**config.mk**
```make
export PLATFORM = sky130hd
export DESIGN_NAME = packetmem_sched
export DESIGN_NICKNAME = d
export VERILOG_FILES = /design/src/rtl/packetmem_sched.sv
export SDC_FILE = /design/constraint.sdc
export NUM_CORES = 1
export LEC_CHECK = 0
export BUFFER_PORTS_ARGS = -buffer_cell sky130_fd_sc_hd__buf_2
export CORE_MARGIN = 8
export CORE_UTILIZATION = 41
export DETAILED_ROUTE_END_ITERATION = 10
export GPL_TIMING_DRIVEN = 0
export PLACE_DENSITY = 0.62
export SLEW_MARGIN = 20
export SYNTH_ARGS = -nofsm -noshare
export SYNTH_HDL_FRONTEND = slang
export SYNTH_SLANG_ARGS = --single-unit
export TNS_END_PERCENT = 50
```
**constraint.sdc**
```tcl
create_clock -name clk -period 3 [get_ports clk]
set_input_delay 0.3 -clock clk [delete_from_list [all_inputs] [get_ports clk]]
set_output_delay 0.3 -clock clk [all_outputs]
set_load 0.01 [all_outputs]
```
**src/rtl/packetmem_sched.sv**
```systemverilog
// Triple-buffer scheduler between a packet snooper and a filter.
// Buffers rotate in arrival order; outputs are registered from next state.
module packetmem_sched #(
    parameter int ADDR_WIDTH = 10
) (
    input  logic                  clk,
    input  logic                  rst_n,
    input  logic                  snoop_wr_en,
    input  logic                  snoop_done,
    output logic                  snoop_mem_ready,
    output logic [1:0]            wr_buf_sel,
    output logic                  rd_ready,
    output logic [1:0]            rd_buf_sel,
    output logic [ADDR_WIDTH-1:0] rd_len,
    input  logic                  rd_start,
    input  logic                  rd_finish,
    output logic [1:0]            occupancy,
    output logic                  proto_err
);

    typedef enum logic [1:0] {
        EMPTY,
        FILLING,
        FULL,
        READING
    } buf_st_t;

    localparam logic [ADDR_WIDTH-1:0] CMAX = '1;

    buf_st_t               st_q  [3];
    buf_st_t               st_d  [3];
    logic [ADDR_WIDTH-1:0] cnt_q [3];
    logic [ADDR_WIDTH-1:0] cnt_d [3];
    logic [ADDR_WIDTH-1:0] len_q [3];
    logic [ADDR_WIDTH-1:0] len_d [3];
    logic [1:0]            wr_ptr_q, wr_ptr_d;
    logic [1:0]            rd_ptr_q, rd_ptr_d;
    logic                  filling, reading, rd_busy_d;
    logic                  err_d;
    logic [1:0]            occ_c;

    function automatic logic [1:0] nxt(input logic [1:0] p);
        return (p == 2'd2) ? 2'd0 : p + 2'd1;
    endfunction

    // The filling buffer is always wr_ptr, the reading one always rd_ptr.
    always_comb begin
        st_d     = st_q;
        cnt_d    = cnt_q;
        len_d    = len_q;
        wr_ptr_d = wr_ptr_q;
        rd_ptr_d = rd_ptr_q;
        err_d    = proto_err;
        filling  = (st_q[wr_ptr_q] == FILLING);
        reading  = (st_q[rd_ptr_q] == READING);

        if (snoop_wr_en) begin
            if (filling) begin
                if (snoop_done) begin
                    st_d[wr_ptr_q]  = FULL;
                    len_d[wr_ptr_q] = (cnt_q[wr_ptr_q] == CMAX) ?
                                      CMAX : cnt_q[wr_ptr_q] + 1'b1;
                    cnt_d[wr_ptr_q] = '0;
                    wr_ptr_d        = nxt(wr_ptr_q);
                end else begin
                    cnt_d[wr_ptr_q] = (cnt_q[wr_ptr_q] == CMAX) ?
                                      CMAX : cnt_q[wr_ptr_q] + 1'b1;
                end
            end else begin
                err_d = 1'b1;
            end
        end else if (snoop_done) begin
            err_d = 1'b1;
        end

        // Allocation looks at registered state, so a release this edge
        // cannot be reclaimed until the next one.
        if (!filling && st_q[wr_ptr_q] == EMPTY)
            st_d[wr_ptr_q] = FILLING;

        if (rd_start) begin
            if (rd_ready) st_d[rd_ptr_q] = READING;
            else          err_d = 1'b1;
        end

        if (rd_finish) begin
            if (reading) begin
                st_d[rd_ptr_q] = EMPTY;
                rd_ptr_d       = nxt(rd_ptr_q);
            end else begin
                err_d = 1'b1;
            end
        end

        rd_busy_d = 1'b0;
        occ_c     = 2'd0;
        for (int i = 0; i < 3; i++) begin
            if (st_d[i] == READING) rd_busy_d = 1'b1;
            if (st_q[i] == FULL || st_q[i] == READING)
                occ_c = occ_c + 2'd1;
        end
    end

    always_ff @(posedge clk or negedge rst_n) begin
        if (!rst_n) begin
            for (int i = 0; i < 3; i++) begin
                st_q[i]  <= EMPTY;
                cnt_q[i] <= '0;
                len_q[i] <= '0;
            end
            wr_ptr_q        <= 2'd0;
            rd_ptr_q        <= 2'd0;
            snoop_mem_ready <= 1'b0;
            wr_buf_sel      <= 2'd0;
            rd_ready        <= 1'b0;
            rd_buf_sel      <= 2'd0;
            rd_len          <= '0;
            occupancy       <= 2'd0;
            proto_err       <= 1'b0;
        end else begin
            st_q            <= st_d;
            cnt_q           <= cnt_d;
            len_q           <= len_d;
            wr_ptr_q        <= wr_ptr_d;
            rd_ptr_q        <= rd_ptr_d;
            snoop_mem_ready <= (st_d[wr_ptr_d] == FILLING);
            wr_buf_sel      <= wr_ptr_d;
            rd_ready        <= (st_d[rd_ptr_d] == FULL) && !rd_busy_d;
            rd_buf_sel      <= rd_ptr_d;
            rd_len          <= len_d[rd_ptr_d];
            occupancy       <= occ_c;
            proto_err       <= err_d;
        end
    end

endmodule

```
==> results.md, run 1 <==
* Initial Util at between 40 and 50%
* RSZ-0062 raised after global routing: no
* Initial antenna violation count at 0
* Max-cap violations at 0
* Crit path max fanout at 10
* Worst min path class: input port to register
* NumNets Final at 465
* Placed cell area at around 4500 um2
* Hold_sp: rd_start
* Layout area overhead at 16.6%
* Clock skew at around 0.013 ns
* #FFs+latches synth at 85
* CTS tree: yes
* Arr. time, crit path at 3.12 ns
* Outcome: finished clean
* Final instance area at 4890 um2
* Antenna Cells at 0
* Max Buffers Root-to-Sink at 2
* Avg Cell Area, Syn at a little over 10 um2
* Worst-Skew Late Latency at 0.36 ns
* Share of Yosys cell area claimed by the top area cell type at 50.7%
* Reg-to-reg startpoint: wr_ptr_q[0]
* PwrDens at around 900 nW/um2
* Max IR drop VDD at ~350 uV
* DRT Pass-1 Iters at 5
* I/O pin total at 25
* Worst EP required at roughly 3.2 ns
* Post-Syn Nets at 424
* Achievable Freq at 348 MHz
* Min-Delay Endpoint: proto_err
* Worst slew pin tran at 0.600 ns
* Tot GR Track Use at 16.3%
* Hold depth at 3
* First DRT Iteration DRCs at 234
* Die Ht at 117 um
* Share of cells above drive strength 1 at about 21%
* GP Congestion at ~0.86
* Leakage at around 2.2 nW
* Largest net degree at the start of global routing at 57
* Reg area at ~2100 um2
* Cell variety after synth at 53
* Post-DP HPWL at 7690 um
* Vias post-DR at 3322
* Slew Limit Fails at 0
* YS warnings at 0
* Reg2Reg Setup Slack at 0.12 ns
* Vias in the first global route at 3301
* Routed length on met2 at about 5000 um
* Cell row count at 37
* GRT overflow at 0
* CTS sink count at 85
* Die X-Extent at ~120 um
* Via density at between 5 and 6
* H-tree levels at 3
* Critical path class: register to register
* Clk Tree Root Cell: clkbuf_8
* Leading area contributor after synthesis: dfrtp_1
* Port buffer count at 24
* Antenna-violating nets left at 0
* Routed wl met3 at 436 um
* Die footprint at 13700 um2
* Tcrit/Tclk final at approximately 96%
* Final core occ at 48.2%
* Reg2reg end: rd_len[8]
* DRC at 0
* Syn Inst Count at 415
* Finish-stage setup viols at 0
* Main synth FF type: dfrtp_1
* WL/cell at ~18 um
* Num CTS Buffers at 9
* Post-synthesis sequential area ratio at 50.7%
* Clock period minus worst slack at 2.88 ns
* Core box area at about 10000 um2
* Post-synth EDFFs at 0
* Uppermost layer routed: met4
* Area contributors post-synth: dfrtp_1 (51%), nand2_1 (4.7%), mux2_2 (4.6%)
* Metal-1 WL at between 4000 and 5000 um
* Asr flop ratio synth at 100%
* Wirelength, routed at 10600 um
* Layout fillers at approximately 940
* Final hold violation count at 0
* Mapped Area at 4190 um2
* FF-to-FF path depth at 12
* Multi-input gate area at around 2000 um2
* Reg clk slew, reported paths at approximately 0.090 ns
* Worst Setup End Kind: register
* First-pass GRT wire length at 17200 um
* Relative slew slack at 59.8%
* Startpoint Class: register
[where the power goes]
group,leakage [nW],switching (mW),internal [mW]
Clock,0.119,0.450,0.501
Sequential,1.11,0.165,1.44
Combinational,0.979,1.18,0.725
[cell usage in the layout (no fill, tap or decap), types with 3 or more instances in the layout]
master / count
o21a_1: 3
o31a_1: 3
o2bb2ai_1: 6
buf_2: 29
nor4_1: 3
nand3_1: 7
a211oi_1: 4
buf_4: 9
a2bb2oi_1: 7
dfrtp_1: 84
nor2_1: 36
o21ai_2: 4
o31ai_1: 19
a221o_1: 6
mux2_2: 16
nor2b_1: 6
clkbuf_1: 14
a31oi_1: 3
or2_2: 4
and2_1: 4
a21o_1: 3
mux2i_1: 14
o21ai_0: 18
nor3_1: 5
and3_1: 3
clkbuf_8: 10
o22ai_1: 4
a21oi_1: 21
inv_1: 10
nand2_1: 51
[metal layers]
metal / vias to the layer above / global-route usage (%)
met5: - / 0
met4: 0 / 8.02
li1: 1585 / -
met2: 83 / 26.2
met1: 1635 / 20.9
met3: 19 / 2.77
[layout make-up]
type                    instances  share of cell area (%)
plain buffers                  26                    2.92
clock buffers                  10                    2.82
clock inverters                 6                    1.92
inverters                      11                   0.845
multi-input cells             292                    40.4
flip-flops and latches         85                    43.5
well taps                     136                    3.48
repair buffers                 31                    4.04
[worst max-delay path, cell delays in order (launching register included)]
cell and delay, ns:
dfrtp_1 0.40, buf_6 0.16, nor2b_1 0.11, buf_4 0.18, buf_8 0.16, o2bb2ai_4 0.16
ha_4 0.19, inv_2 0.06, nor4_4 0.33, nand2_2 0.13, mux2i_4 0.24, mux2_4 0.31
a221o_1 0.33
[metrics by stage]
stage | setup slack [ns] | hold WS [ns] | total power, mW | std cells | setup TNS (ns)
global route | 0.00134 | 0.246 | 4.76 | 597 | 0
finish | 0.124 | 0.215 | 4.46 | 597 | 0
CTS | 0.0167 | 0.202 | 4.38 | 594 | 0
global placement | -0.250 | 0.444 | 3.37 | 575 | -1.69
floorplan | 0.202 | 0.00441 | 2.86 | 415 | 0
detailed placement | -0.259 | 0.263 | 3.41 | 576 | -1.64
[what timing repair did]
item | 4_1_cts | 5_1_grt
hold buffers | 1 | 0
setup buffers | 1 | 4
pin swaps | 1 | 1
endpoints found under the hold margin | 29 | 0
resized for setup | 7 | 14
setup endpoints to repair | 21 | 10
[registers in the layout (all words and copies together), names as in the netlist]
register,flops
cnt_q,30
len_q,30
rd_len,10
st_q,6
occupancy,2
rd_ptr_q,2
wr_ptr_q,2
proto_err,1
rd_ready,1
snoop_mem_ready,1
[Yosys cell counts, drive strengths merged (2+ instances only)]
cell     instances
clkbuf          15
a22o             2
dfrtp           85
o21ai           24
a21o             3
a2bb2oi          8
a221o            6
or4              2
buf             12
mux2i           15
o22ai            4
o31a             3
mux2            17
or3              2
or2              5
nor2b            6
o2bb2ai          8
o31ai           19
nor4             6
a21oi           24
a31oi            3
nand2b           2
nand2           52
nand3b           2
a211oi           5
inv             11
ha               3
and3             3
xnor2            2
nand3            7
nor2            37
and2             4
nor3             5
o21a             3
[worst max-delay path by stage]
stage | startpoint | end | depth (start not counted)
floorplan | wr_ptr_q[0] | rd_len[8] | 12
global placement | wr_ptr_q[0] | rd_len[8] | 12
detailed placement | wr_ptr_q[0] | rd_len[8] | 12
CTS | wr_ptr_q[0] | rd_len[8] | 12
global route | wr_ptr_q[0] | rd_len[8] | 12
finish | wr_ptr_q[0] | rd_len[8] | 12
[cells by family after synthesis]
| kind of cell | after synthesis | share of synthesized area, % |
|---|---|---|
| AO/OA/AOI/OAI | 120 | 20.4 |
| multiplexers | 32 | 8.14 |
| buffers and inverters | 38 | 4.30 |
| adder cells (fa/ha/maj) | 3 | 0.895 |
| flip-flops | 85 | 50.7 |
| XOR/XNOR | 3 | 0.627 |
| AND/OR/NAND/NOR | 134 | 14.9 |
No activity file was read; power rests on OpenSTA's default activity.
==> run 2, diff against run 1 <==
--- a/config.mk
+++ b/config.mk
@@ -6,11 +6,13 @@
 export NUM_CORES = 1
 export LEC_CHECK = 0
 export BUFFER_PORTS_ARGS = -buffer_cell sky130_fd_sc_hd__buf_2
+export CAP_MARGIN = 20
 export CORE_MARGIN = 8
 export CORE_UTILIZATION = 41
 export DETAILED_ROUTE_END_ITERATION = 10
 export GPL_TIMING_DRIVEN = 0
 export PLACE_DENSITY = 0.62
+export SETUP_SLACK_MARGIN = 0.05
 export SLEW_MARGIN = 20
 export SYNTH_ARGS = -nofsm -noshare
 export SYNTH_HDL_FRONTEND = slang
==> constraint.sdc (replaced) <==
create_clock -name clk -period 3.3 [get_ports clk]
set_input_delay 0.33 -clock clk [delete_from_list [all_inputs] [get_ports clk]]
set_output_delay 0.33 -clock clk [all_outputs]
set_load 0.01 [all_outputs]
==> run 2 against run 1 <==
Cell count is 0.67% lower. Sequential cell count stayed put. Sequential power is 9% lower. Critical path depth stayed put. Via count is 0.96% lower. Clock power is 9.3% lower. Non-clock buffer count is 4 lower. Highest routed layer unchanged. Die area stayed put.
==> results.md, run 2 (same netlist as run 1, synthesis figures left out) <==
* Outcome: finished clean
* WHS at 0.242 ns
* Wirelength, routed at ~10000 um
* CTS sink count at 85
* Startpoint Class: register
* Clock period minus worst slack at 3.08 ns
* Setup TNS at 0 ns
* Tot GR Track Use at 16.3%
* Logic pwr share at slightly above 40%
* Layout fillers at 956
* Sum of buffers and inverters on the critical path at 4
* Via density at about 5.5
* Max-cap violations at 0
* GRT overflow at 0
* First-pass GRT wire length at 17100 um
* RSZ-0062 raised after global routing: no
* Largest net degree at the start of global routing at 57
* Tcrit/Tclk final at 93.3%
* Critical path class: register to register
* CP most frequent cell: buf_4
* Internal power at 2.38 mW
* Clock skew at 0.0133 ns
* Dpl ws at 0.0409 ns
* PwrDens at 830 nW/um2
* Antenna Cells at 0
* DRT Pass-1 Iters at 4
* Max IR drop VDD at 304 uV
* H-tree levels at 3
* Layout area overhead at 13.7%
* Final non-filler cell total at slightly below 600
* Max Buffers Root-to-Sink at 2
* Worst Setup End Kind: register
* CTS tree: yes
* Port buffer count at 24
* DRC at 0
* Worst setup margin at between 0.2 and 0.25 ns
* Clock power frac at between 20% and 30%
* Post-CTS setup buffers at 0
* Relative slew slack at a little under half
* Arr. time, crit path at 3.32 ns
* Crit path max fanout at 10
* Worst-Skew Late Latency at 0.36 ns
* Share of cells above drive strength 1 at between 10% and 20%
* GP Congestion at around 0.86
* Leakage at around 2.2 nW
* Sequential share of power at 36.7%
* Achievable Freq at 325 MHz
* Clk Tree Root Cell: clkbuf_8
* Die X-Extent at ~120 um
* Post-DP HPWL at 7690 um
* CP Cell Sequence: buf_4, nor2b_1, buf_4, buf_6, o2bb2ai_2, ha_2, inv_1, nor4_4, nand2_1, mux2i_2, mux2_2, a221o_1
* Delay-heaviest family, CP: buffers and inverters
* Final hold violation count at 0
* Vias post-DR at roughly 3300
* WL/cell at 17.5 um
* Most frequent cells in the layout: dfrtp_1 (84), nand2_1 (52), nor2_1 (37)
* Initial Util at 41.4%
* Die Ht at about 120 um
* Slowest cell on crit path: dfrtp_1
* Die footprint at 13700 um2
* Vias in the first global route at 3295
* I/O pin total at 25
* Worst slew pin tran at 0.782 ns
* Sw power at approximately 1.6 mW
* Cell row count at 37
* Worst EP required at 3.54 ns
* Initial antenna violation count at 0
* Largest regs: cnt_q (30), len_q (30), rd_len (10)
* Core box area at just over 10000 um2
* Most common cell after layout, fill and taps aside: dfrtp_1
* Finish-stage setup viols at 0
* Antenna-violating nets left at 0
* First DRT Iteration DRCs at 223
* Worst min path class: input port to register
* Delay of the slowest critical-path stage at between 0.3 and 0.4 ns
* Tot Pwr at 3.96 mW
* NumNets Final at 461
* Slew Limit Fails at 0
* Dpl cells at 576
* Reg clk slew, reported paths at 0.09 ns
* Num CTS Buffers at 9
* Switching part of the total at roughly two fifths
run 2: final timing paths:
path	depth (start not counted)	startpoint	to	slack, ns
setup / recovery	12	wr_ptr_q[0]	rd_len[8]	0.22
hold / removal	3	rd_start	proto_err	0.24
setup reg to reg	12	wr_ptr_q[0]	rd_len[8]	0.22
hold reg to reg	2	len_q[8]	len_q[8]	0.48
max in group asynchronous	3	rst_n	len_q[12]	2.24
min in group asynchronous	2	rst_n	cnt_q[27]	0.44
run 2: power groups by stage:
stage               clock, mW  sequential [mW]  combinational (mW)
global route            0.923             1.49                1.82
detailed placement          0             1.47                1.63
CTS                     0.881             1.45                1.64
floorplan                   0             1.48                1.12
finish                  0.863             1.45                1.64
global placement            0             1.46                1.60
run 2: layout make-up:
type | count | area [um2] | share of cell area (%)
Buffer | 27 | 139 | 2.91
Clock buffer | 10 | 138 | 2.89
Clock inverter | 6 | 93.8 | 1.97
Inverter | 11 | 41.3 | 0.866
Multi-Input combinational cell | 292 | 1900 | 39.8
Sequential cell | 85 | 2130 | 44.6
Tap cell | 136 | 170 | 3.57
Timing Repair Buffer | 26 | 160 | 3.36
run 2: timing repair:
item / 4_1_cts / 5_1_grt
setup endpoints to repair: 1 / 5
resized for setup: 1 / 3
cloned: 0 / 0
hold buffers: 1 / 0
pin swaps: 1 / 1
endpoints found under the hold margin: 29 / 0
run 2: metrics by stage:
step | area, um2 | util, %
6_report | 4770 | 47.0
3_5_place_dp | 4510 | 44.5
2_1_floorplan | 4190 | -
4_1_cts | 4760 | 46.9
3_3_place_gp | 4480 | 44.2
5_1_grt | 4770 | 47.0
run 2: tightest hold or removal path, cell delays in order:
cell and delay [ns]:
buf_2 0.11, a21oi_1 0.06, o221ai_1 0.06
run 2: routing by layer:
metal | routed length [um] | up-vias | track usage (%) | part of all wire (%)
met4 | 325 | 0 | 8.02 | 3.1
met5 | 0 | - | 0 | 0
li1 | - | 1578 | - | -
met1 | 4760 | 1624 | 20.8 | 46
met3 | 421 | 23 | 2.77 | 4.1
met2 | 4870 | 65 | 26.2 | 47
